`src/rtl/replication_decoder.sv`:
```
// Serial decoder for the 6-bit replicated frame {a, {4{b0}}, c1}.
// Majority-votes the four replicas and hands fields out through a valid/ready register.
module replication_decoder #(
  parameter int CNT_W = 8
) (
  input  logic             clk,
  input  logic             rst,
  input  logic             in_valid,
  input  logic             in_sof,
  input  logic             in_bit,
  output logic             in_ready,
  output logic             out_valid,
  input  logic             out_ready,
  output logic             out_a,
  output logic             out_b0,
  output logic             out_c1,
  output logic             out_corrected,
  output logic             out_uncorrectable,
  output logic [CNT_W-1:0] corr_cnt,
  output logic [CNT_W-1:0] uncorr_cnt
);

  typedef enum logic [1:0] {
    IDLE,
    SHIFT,
    HOLD
  } state_t;

  state_t     state_q, state_d;
  logic [2:0] cnt_q, cnt_d;
  logic [5:0] sr_q, sr_d;
  logic       accept;
  logic       space;
  logic       load;
  logic [5:0] frame;
  logic [5:0] load_frame;
  logic [2:0] ones;
  logic       dec_b0;
  logic       dec_corr;
  logic       dec_unc;

  assign in_ready = (state_q != HOLD);
  assign accept   = in_valid && in_ready;
  assign space    = !out_valid || out_ready;
  assign frame    = {sr_q[4:0], in_bit};

  assign ones = {2'b0, load_frame[4]} + {2'b0, load_frame[3]}
              + {2'b0, load_frame[2]} + {2'b0, load_frame[1]};

  assign dec_b0   = (ones >= 3'd3);
  assign dec_unc  = (ones == 3'd2);
  assign dec_corr = (ones == 3'd1) || (ones == 3'd3);

  // Frame assembly state and bit counter
  always_ff @(posedge clk) begin
    if (rst) begin
      state_q <= IDLE;
      cnt_q   <= 3'd0;
      sr_q    <= 6'd0;
    end else begin
      state_q <= state_d;
      cnt_q   <= cnt_d;
      sr_q    <= sr_d;
    end
  end

  // Next state: collect bits, restart on sof, park a finished frame if output is busy
  always_comb begin
    state_d    = state_q;
    cnt_d      = cnt_q;
    sr_d       = sr_q;
    load       = 1'b0;
    load_frame = frame;
    unique case (state_q)
      IDLE: begin
        if (accept && in_sof) begin
          sr_d    = {5'd0, in_bit};
          cnt_d   = 3'd1;
          state_d = SHIFT;
        end
      end
      SHIFT: begin
        if (accept) begin
          if (in_sof) begin
            sr_d  = {5'd0, in_bit};
            cnt_d = 3'd1;
          end else if (cnt_q == 3'd5) begin
            sr_d  = frame;
            cnt_d = 3'd0;
            if (space) begin
              load    = 1'b1;
              state_d = IDLE;
            end else begin
              state_d = HOLD;
            end
          end else begin
            sr_d  = frame;
            cnt_d = cnt_q + 3'd1;
          end
        end
      end
      HOLD: begin
        load_frame = sr_q;
        if (space) begin
          load    = 1'b1;
          state_d = IDLE;
        end
      end
      default: begin
        state_d = IDLE;
      end
    endcase
  end

  // Output register: load decoded fields, drop valid once consumed
  always_ff @(posedge clk) begin
    if (rst) begin
      out_valid         <= 1'b0;
      out_a             <= 1'b0;
      out_b0            <= 1'b0;
      out_c1            <= 1'b0;
      out_corrected     <= 1'b0;
      out_uncorrectable <= 1'b0;
    end else if (load) begin
      out_valid         <= 1'b1;
      out_a             <= load_frame[5];
      out_b0            <= dec_b0;
      out_c1            <= load_frame[0];
      out_corrected     <= dec_corr;
      out_uncorrectable <= dec_unc;
    end else if (out_ready) begin
      out_valid <= 1'b0;
    end
  end

  // Saturating error counters, stepped on each output load
  always_ff @(posedge clk) begin
    if (rst) begin
      corr_cnt   <= '0;
      uncorr_cnt <= '0;
    end else if (load) begin
      if (dec_corr && (corr_cnt != '1)) begin
        corr_cnt <= corr_cnt + CNT_W'(1);
      end
      if (dec_unc && (uncorr_cnt != '1)) begin
        uncorr_cnt <= uncorr_cnt + CNT_W'(1);
      end
    end
  end

endmodule

```
`config.mk`:
```
export PLATFORM = sky130hd
export DESIGN_NAME = replication_decoder
export DESIGN_NICKNAME = d
export VERILOG_FILES = /design/src/rtl/replication_decoder.sv
export SDC_FILE = /design/constraint.sdc
export NUM_CORES = 1
export LEC_CHECK = 0
export BUFFER_PORTS_ARGS = -buffer_cell sky130_fd_sc_hd__clkbuf_2
export CAP_MARGIN = 20
export CORE_MARGIN = 3
export CORE_UTILIZATION = 45
export DETAILED_ROUTE_END_ITERATION = 8
export GPL_ROUTABILITY_DRIVEN = 0
export HOLD_SLACK_MARGIN = 0.06
export PLACE_DENSITY = 0.66
export RECOVER_POWER = 50
export SLEW_MARGIN = 20
export SYNTH_ARGS = -nofsm -noshare
export SYNTH_HDL_FRONTEND = slang
export SYNTH_SLANG_ARGS = --single-unit
```
`constraint.sdc`:
```
create_clock -name clk -period 9.98 [get_ports clk]
set_input_delay 1.996 -clock clk [delete_from_list [all_inputs] [get_ports clk]]
set_output_delay 1.996 -clock clk [all_outputs]
set_load 0.03 [all_outputs]
```
==> metrics.cfg, run 1 <==
[sta]
slew_violations=0
finalClockSkew_ns=0.01044
setup_tns_ns=0
report.final.setup_viol=0
final.period_utilization=0.3849
worst_slew_margin_rel=0.4802
worst_pin_slew_ns=0.7746
finalWorstPathRequiredPeriod_ns=3.841
rsz0062_at_grt=false
timing_hold_violations_final=0
max_freq_mhz=260.4

[placement]
placed_area_sq_um=1882
place.port_buffers=28
place_hpwl_mm=2.724

[final_layout]
final_cell_mix=dfxtp_1 (33), a21oi_1 (28), clkbuf_1 (20)
layout-drive-gt1-share=0.09649
layout.area.seq_sq_um=660.6
n_antenna_cell=0
area_delta_synth_final_pct=12.88
finish.instance_area_sq_um=1952
net_total_in_the_final_layout=242
fill_cell_instance_count_of_the_final_layout=356
multi_input_area_sq_um=1008
layout_commonest_cell=dfxtp_1

[synthesis]
most_used_dff_post_synth=dfxtp_1
ys_async_sr_fraction=0
ys_seq_elements=33
share_of_the_yosys_chip_area_belonging_to_registers=0.3821
synth.cell_area_sq_um=1729
yosysWarningCount=0
synth_edf_count=0
synth_cell_types=41
syn-mean-instance-area_sq_um=8.518
syn-num-nets=218
synth_cells=203

[floorplanning]
die_width_um=67.99
fp.dieArea_sq_um=4623
boundaryPins=29
core.rowCount=21
die_height_um=67.99
start_util=0.4911
core_area_sq_um=3521

[clock_tree]
worstSkewPairLatency_ns=0.29
cts_tree=yes
clock_sinks=33
cts_max_level=2
root_buffer=clkbuf_8
cts_buffers=5
cts_hold_repair.buffers=0
ctsLongestPathBuffers=2
clkSlewWorstSetupHoldPaths_ns=0.07
cts_post_setup_buffers_inserted=0
post_cts_resize_count=0

[worst_setup_path]
critPathArrivalTime_ns=4.05
timing.critical_path.cells=inv_1 > ha_1 > mux2_2 > fa_1 > ha_1 > ha_1 > nor3b_2 > o21ai_0 > or4_1 > a21oi_1
crit_slowest_cell=ha_1
cp_max_fo=13
path_buf_inv=1
critical_path.startpoint_type=flop
cp_top_family=adder cells
crit_path_frequent_cell=ha_1
crit_type=reg2reg
critical-path-max-stage-delay_ns=0.55
required_ns=10.19
worstSetupEndpointType=flop

[global_route]
antenna_found_initial=0
grt_pass1_vias=1484
grt_first_pass_wirelength_mm=6.568
grt.total_usage=0.1872
grt-ovfl-total=0
grt_max_degree=35

[routing]
remaining_number_of_nets_flagged_by_the_antenna_check_after_routing=0
routedWlPerCell_um=14.14
sum_of_routed_wire_length_over_all_layers_mm=3.875
drt_iter0_markers=59
detailed_route_vias_per_instance=5.887
firstDrtPassIters=4
remaining_drc_errors=0
vias=1613

[status]
status=completed

[pwr]
worst_ir_drop_vdd_mv=0.08369
power_per_cell_area_nw_per_um2=124.9
leakagePower_nw=0.6740

[flow_run]
max_cap_viol_count=0

[worst_hold_path]
timing.hold.worst.class=reg2reg

[logic make-up after synthesis]
group                    synth area share
multiplexers                      0.04993
flip-flops                         0.3821
adder cells (fa/ha/maj)           0.06947
AND/OR/NAND/NOR                    0.2475
AO/OA/AOI/OAI                      0.2098
buffers and inverters             0.04125
[tightest hold or removal path, cell delays in order, from the launching register on]
cell	delay, ns
dfxtp_1	0.31
nand2_1	0.05
a21oi_1	0.05
[cells in the mapped netlist (all sizes together) (2+ instances only)]
master,number,share of area
and3,4,0.014
inv,7,0.015
or3,4,0.014
o21ai,10,0.029
mux2,5,0.033
nand2,14,0.030
nor2,11,0.024
o31ai,9,0.039
a211oi,3,0.013
o2111ai,3,0.019
nor2b,2,0.0072
nand4,3,0.011
a21oi,28,0.081
clkbuf,6,0.013
nor3,4,0.012
nand3,12,0.035
dfxtp,33,0.38
buf,5,0.013
ha,8,0.058
nor3b,2,0.012
or4,9,0.039
mux2i,3,0.017
nand2b,4,0.014
[area by class of cell]
cell class | instances | area share
Multi-Input combinational cell | 152 | 0.5167
Sequential cell | 33 | 0.3385
Timing Repair Buffer | 28 | 0.05962
Tap cell | 46 | 0.02949
Inverter | 7 | 0.01346
Clock inverter | 2 | 0.005128
Clock buffer | 6 | 0.03718
[power breakdown]
group,switching (mW),internal (mW)
Sequential,0.000782,0.132
Clock,0.0493,0.0483
Combinational,0.00886,0.00393
[registers in the layout (all words and copies together), names as in the netlist]
signal / count
corr_cnt: 8
out_a: 1
out_b0: 1
state_q: 2
out_corrected: 1
out_valid: 1
sr_q: 6
out_uncorrectable: 1
out_c1: 1
cnt_q: 3
uncorr_cnt: 8
[per-layer routing]
layer | share of wire | wire length (um) | global-route usage | vias to the layer above
li1 | - | - | - | 805
met1 | 0.47 | 1814 | 0.2306 | 773
met2 | 0.47 | 1837 | 0.3153 | 31
met3 | 0.047 | 182 | 0.05419 | 4
met4 | 0.010 | 40 | 0.05459 | 0
met5 | 0 | 0 | 0 | -
[final timing paths]
path	startpoint	endpoint	slack, ns	cells after the start
setup reg to reg	state_q[0]	uncorr_cnt[4]	6.14	10
setup / recovery	state_q[0]	uncorr_cnt[4]	6.14	10
hold reg to reg	sr_q[5]	sr_q[5]	0.45	2
hold / removal	sr_q[5]	sr_q[5]	0.45	2
[through the flow]
step	power (mW)	util	setup WS, ns	hold WS [ns]	instances
2_1_floorplan	0.1454	-	6.532	0.4316	203
3_3_place_gp	0.1483	0.5345	6.056	0.4416	266
3_5_place_dp	0.1489	0.5345	5.973	0.4460	266
4_1_cts	0.2456	0.5579	6.184	0.4548	274
5_1_grt	0.2535	0.5544	5.934	0.4809	274
6_report	0.2437	0.5544	6.139	0.4512	274
Power figures use the tool's default switching activity.
==> run 2, diff against run 1 <==
--- a/config.mk
+++ b/config.mk
@@ -5,6 +5,7 @@
 export SDC_FILE = /design/constraint.sdc
 export NUM_CORES = 1
 export LEC_CHECK = 0
+export ABC_AREA = 1
 export BUFFER_PORTS_ARGS = -buffer_cell sky130_fd_sc_hd__clkbuf_2
 export CAP_MARGIN = 20
 export CORE_MARGIN = 3
==> constraint.sdc (replaced) <==
create_clock -name clk -period 3.85 [get_ports clk]
set_input_delay 0.77 -clock clk [delete_from_list [all_inputs] [get_ports clk]]
set_output_delay 0.77 -clock clk [all_outputs]
set_load 0.03 [all_outputs]
==> run 2 against run 1 <==
Die area increased by 8.5%. Global-route usage shrank 0.11 points. Final area is 7.8% higher. Combinational power rose to 45 times the previous value. Sequential cell count stayed put. Clock skew decreased by 0.0030 ns. Largest power group is now combinational cells. Clock power is 150% higher.
==> metrics.cfg, run 2 <==
[sta]
setup_tns_ns=0  ; unchanged
finalWorstPathRequiredPeriod_ns=3.229  ; -0.6118 ns
final.period_utilization=0.8387  ; +0.4539
timing_hold_violations_final=0  ; unchanged
rsz0062_at_grt=false
max_freq_mhz=309.7  ; +19%
slew_violations=0  ; unchanged
worst_pin_slew_ns=0.4555  ; -0.3191 ns
fin_hold_ws_ns=0.4553  ; +0.004084 ns
worst_slew_margin_rel=0.6960  ; +0.2158
finalClockSkew_ns=0.007402  ; -0.003034 ns
report.final.setup_viol=0  ; unchanged

[routing]
drt_iter0_markers=97  ; +64%
detailed_route_vias_per_instance=5.105  ; -13%
routedWlPerCell_um=12.20  ; -14%
remaining_drc_errors=0  ; unchanged
remaining_number_of_nets_flagged_by_the_antenna_check_after_routing=0  ; unchanged
sum_of_routed_wire_length_over_all_layers_mm=4.416  ; +14%
vias=1848  ; +15%
firstDrtPassIters=4  ; unchanged

[global_route]
grt-ovfl-total=0  ; unchanged
antenna_found_initial=0  ; unchanged
grt.total_usage=0.1862  ; -0.001066
grt_first_pass_wirelength_mm=7.631  ; +16%
grt_max_degree=19  ; -46%
grt_pass1_vias=1719  ; +16%

[floorplanning]
start_util=0.4906  ; -0.0005313
fp.dieArea_sq_um=5015  ; +8.5%
boundaryPins=29  ; unchanged
die_height_um=70.82  ; +4.2%
die_width_um=70.82  ; +4.2%
core_area_sq_um=3854  ; +9.5%
core.rowCount=22  ; +4.8%

[clock_tree]
worstSkewPairLatency_ns=0.28  ; about the same
root_buffer=clkbuf_8
ctsLongestPathBuffers=2  ; unchanged
cts_max_level=2  ; unchanged
cts_buffers=5  ; unchanged
clkSlewWorstSetupHoldPaths_ns=0.07  ; about the same
cts_post_setup_buffers_inserted=0  ; unchanged
post_cts_resize_count=0  ; unchanged
cts_hold_repair.buffers=0  ; unchanged
clock_sinks=33  ; unchanged
cts_tree=yes

[synthesis]
yosysWarningCount=0  ; unchanged
synth.cell_area_sq_um=1891  ; +9.3%
synth_cells=286  ; +41%
cell_taking_the_most_area_after_synthesis=dfxtp_1
synth_top_area_share=0.3494  ; -0.03262
syn-num-nets=301  ; +38%
ys_async_sr_fraction=0  ; unchanged
ys_seq_elements=33  ; unchanged
syn-mean-instance-area_sq_um=6.610  ; -22%
yosys-top-cells-count=nand2_1 (70), inv_1 (37), nor2_1 (34), dfxtp_1 (33), a21oi_1 (27)
yosys-top-cells-area=dfxtp_1 (35%), nand2_1 (14%), inv_1 (7.3%), a21oi_1 (7.1%), o21ai_0 (6.9%)
synth_edf_count=0  ; unchanged
synth_cell_types=22  ; -46%
synth_most_common_cell=nand2_1
share_of_the_yosys_chip_area_belonging_to_registers=0.3494  ; -0.03262
most_used_dff_post_synth=dfxtp_1

[flow_run]
max_cap_viol_count=0  ; unchanged

[worst_setup_path]
required_ns=4.00  ; -6.19 ns
crit_type=reg2reg
cp_max_fo=11  ; -2
critical_path.startpoint_type=flop
worstSetupEndpointType=flop
critPathArrivalTime_ns=3.38  ; -0.67 ns

[final_layout]
n_antenna_cell=0  ; unchanged
area_delta_synth_final_pct=11.25
finish.utilization=0.5458  ; -0.008592
largestRegisters=corr_cnt x8, uncorr_cnt x8, sr_q x6
final_cell_mix=nand2_1 (71), inv_1 (38), nor2_1 (34)
layout-drive-gt1-share=0.06369  ; -0.03280
fill_cell_instance_count_of_the_final_layout=424  ; +19%
layout_commonest_cell=nand2_1
net_total_in_the_final_layout=330  ; +36%

[worst_hold_path]
timing.hold.worst.class=reg2reg

[placement]
place_hpwl_mm=3.148  ; +16%
place.port_buffers=28  ; unchanged

[pwr]
worst_ir_drop_vdd_mv=0.3552  ; +320%
total_switching_power_mw=0.5594  ; +850%
cellInternalPower_mw=0.6824  ; +270%
leakagePower_nw=0.8723  ; +29%
sequentialPowerShare=0.347  ; -0.200
overall_power_mw=1.242  ; +410%
power_per_cell_area_nw_per_um2=590.4  ; +370%
swShare=0.4505  ; +0.2084
p_clk_frac=0.193  ; -0.208
power_frac_comb=0.459  ; +0.406

[status]
status=completed

run 2: cell count changes after synthesis, sizes merged, moves of 5 or more:
| cell | previous run | this run |
|---|---|---|
| inv | 7 | 38 |
| mux2 | 5 | 0 |
| nand2 | 14 | 73 |
| nand3 | 12 | 22 |
| nand4 | 3 | 9 |
| nor2 | 11 | 35 |
| o21ai | 10 | 26 |
| o31ai | 9 | 0 |
| or4 | 9 | 0 |
run 2: per-layer routing:
| metal | share of wire | global-route usage |
|---|---|---|
| met4 | 0.013 | 0.06681 |
| met5 | 0 | 0 |
| met2 | 0.43 | 0.2915 |
| met3 | 0.036 | 0.03551 |
| met1 | 0.52 | 0.2554 |
run 2: layout make-up:
| cell class | count | area (sq um) | area share |
|---|---|---|---|
| multi-input combinational | 209 | 1054 | 0.5009 |
| sequential | 33 | 660.6 | 0.3141 |
| tap | 48 | 60.06 | 0.02855 |
| clock buffer | 5 | 68.82 | 0.03272 |
| timing repair buffer | 28 | 112.6 | 0.05354 |
| clock inverter | 1 | 5.005 | 0.002380 |
| inverter | 38 | 142.6 | 0.06782 |
run 2: power by group through the flow:
stage	clock network, mW	logic (mW)	registers [mW]
after floorplan	0	0.427	0.454
after global placement	0	0.568	0.436
after detailed placement	0	0.573	0.437
after CTS	0.246	0.575	0.430
after global routing	0.265	0.649	0.436
final	0.240	0.571	0.431
run 2: cell families after synthesis:
family,synth area share
flip-flops,0.3494
adder cells (fa/ha/maj),0.06354
XOR/XNOR,0.009267
AND/OR/NAND/NOR,0.3117
buffers and inverters,0.09198
AO/OA/AOI/OAI,0.1741
run 2: worst max-delay path, cell delays in order, from the launching register on:
cell and delay, ns:
dfxtp_1 0.37, inv_1 0.08, ha_1 0.30, o21ai_0 0.28, fa_1 0.46, ha_1 0.22
ha_1 0.29, inv_1 0.04, nor2_1 0.11, nand2_1 0.08, a21oi_2 0.32, nand3_1 0.34
nand2_1 0.14, a21oi_1 0.07
run 2: per-stage QoR:
step,cell area (sq um),std cells,worst slack [ns]
6_report,2103,362,0.6209
5_1_grt,2103,362,0.3399
4_1_cts,2133,362,0.5883
3_5_place_dp,2059,356,0.6063
3_3_place_gp,2059,356,0.7389
2_1_floorplan,1891,286,0.9082
run 2: path summary, 6_finish.rpt:
kind	startpoint	to	slack [ns]	cells after the start
max	state_q[0]	uncorr_cnt[6]	0.62	13
min	cnt_q[2]	cnt_q[2]	0.46	2
max reg2reg	state_q[0]	uncorr_cnt[6]	0.62	13
min reg2reg	cnt_q[2]	cnt_q[2]	0.46	2
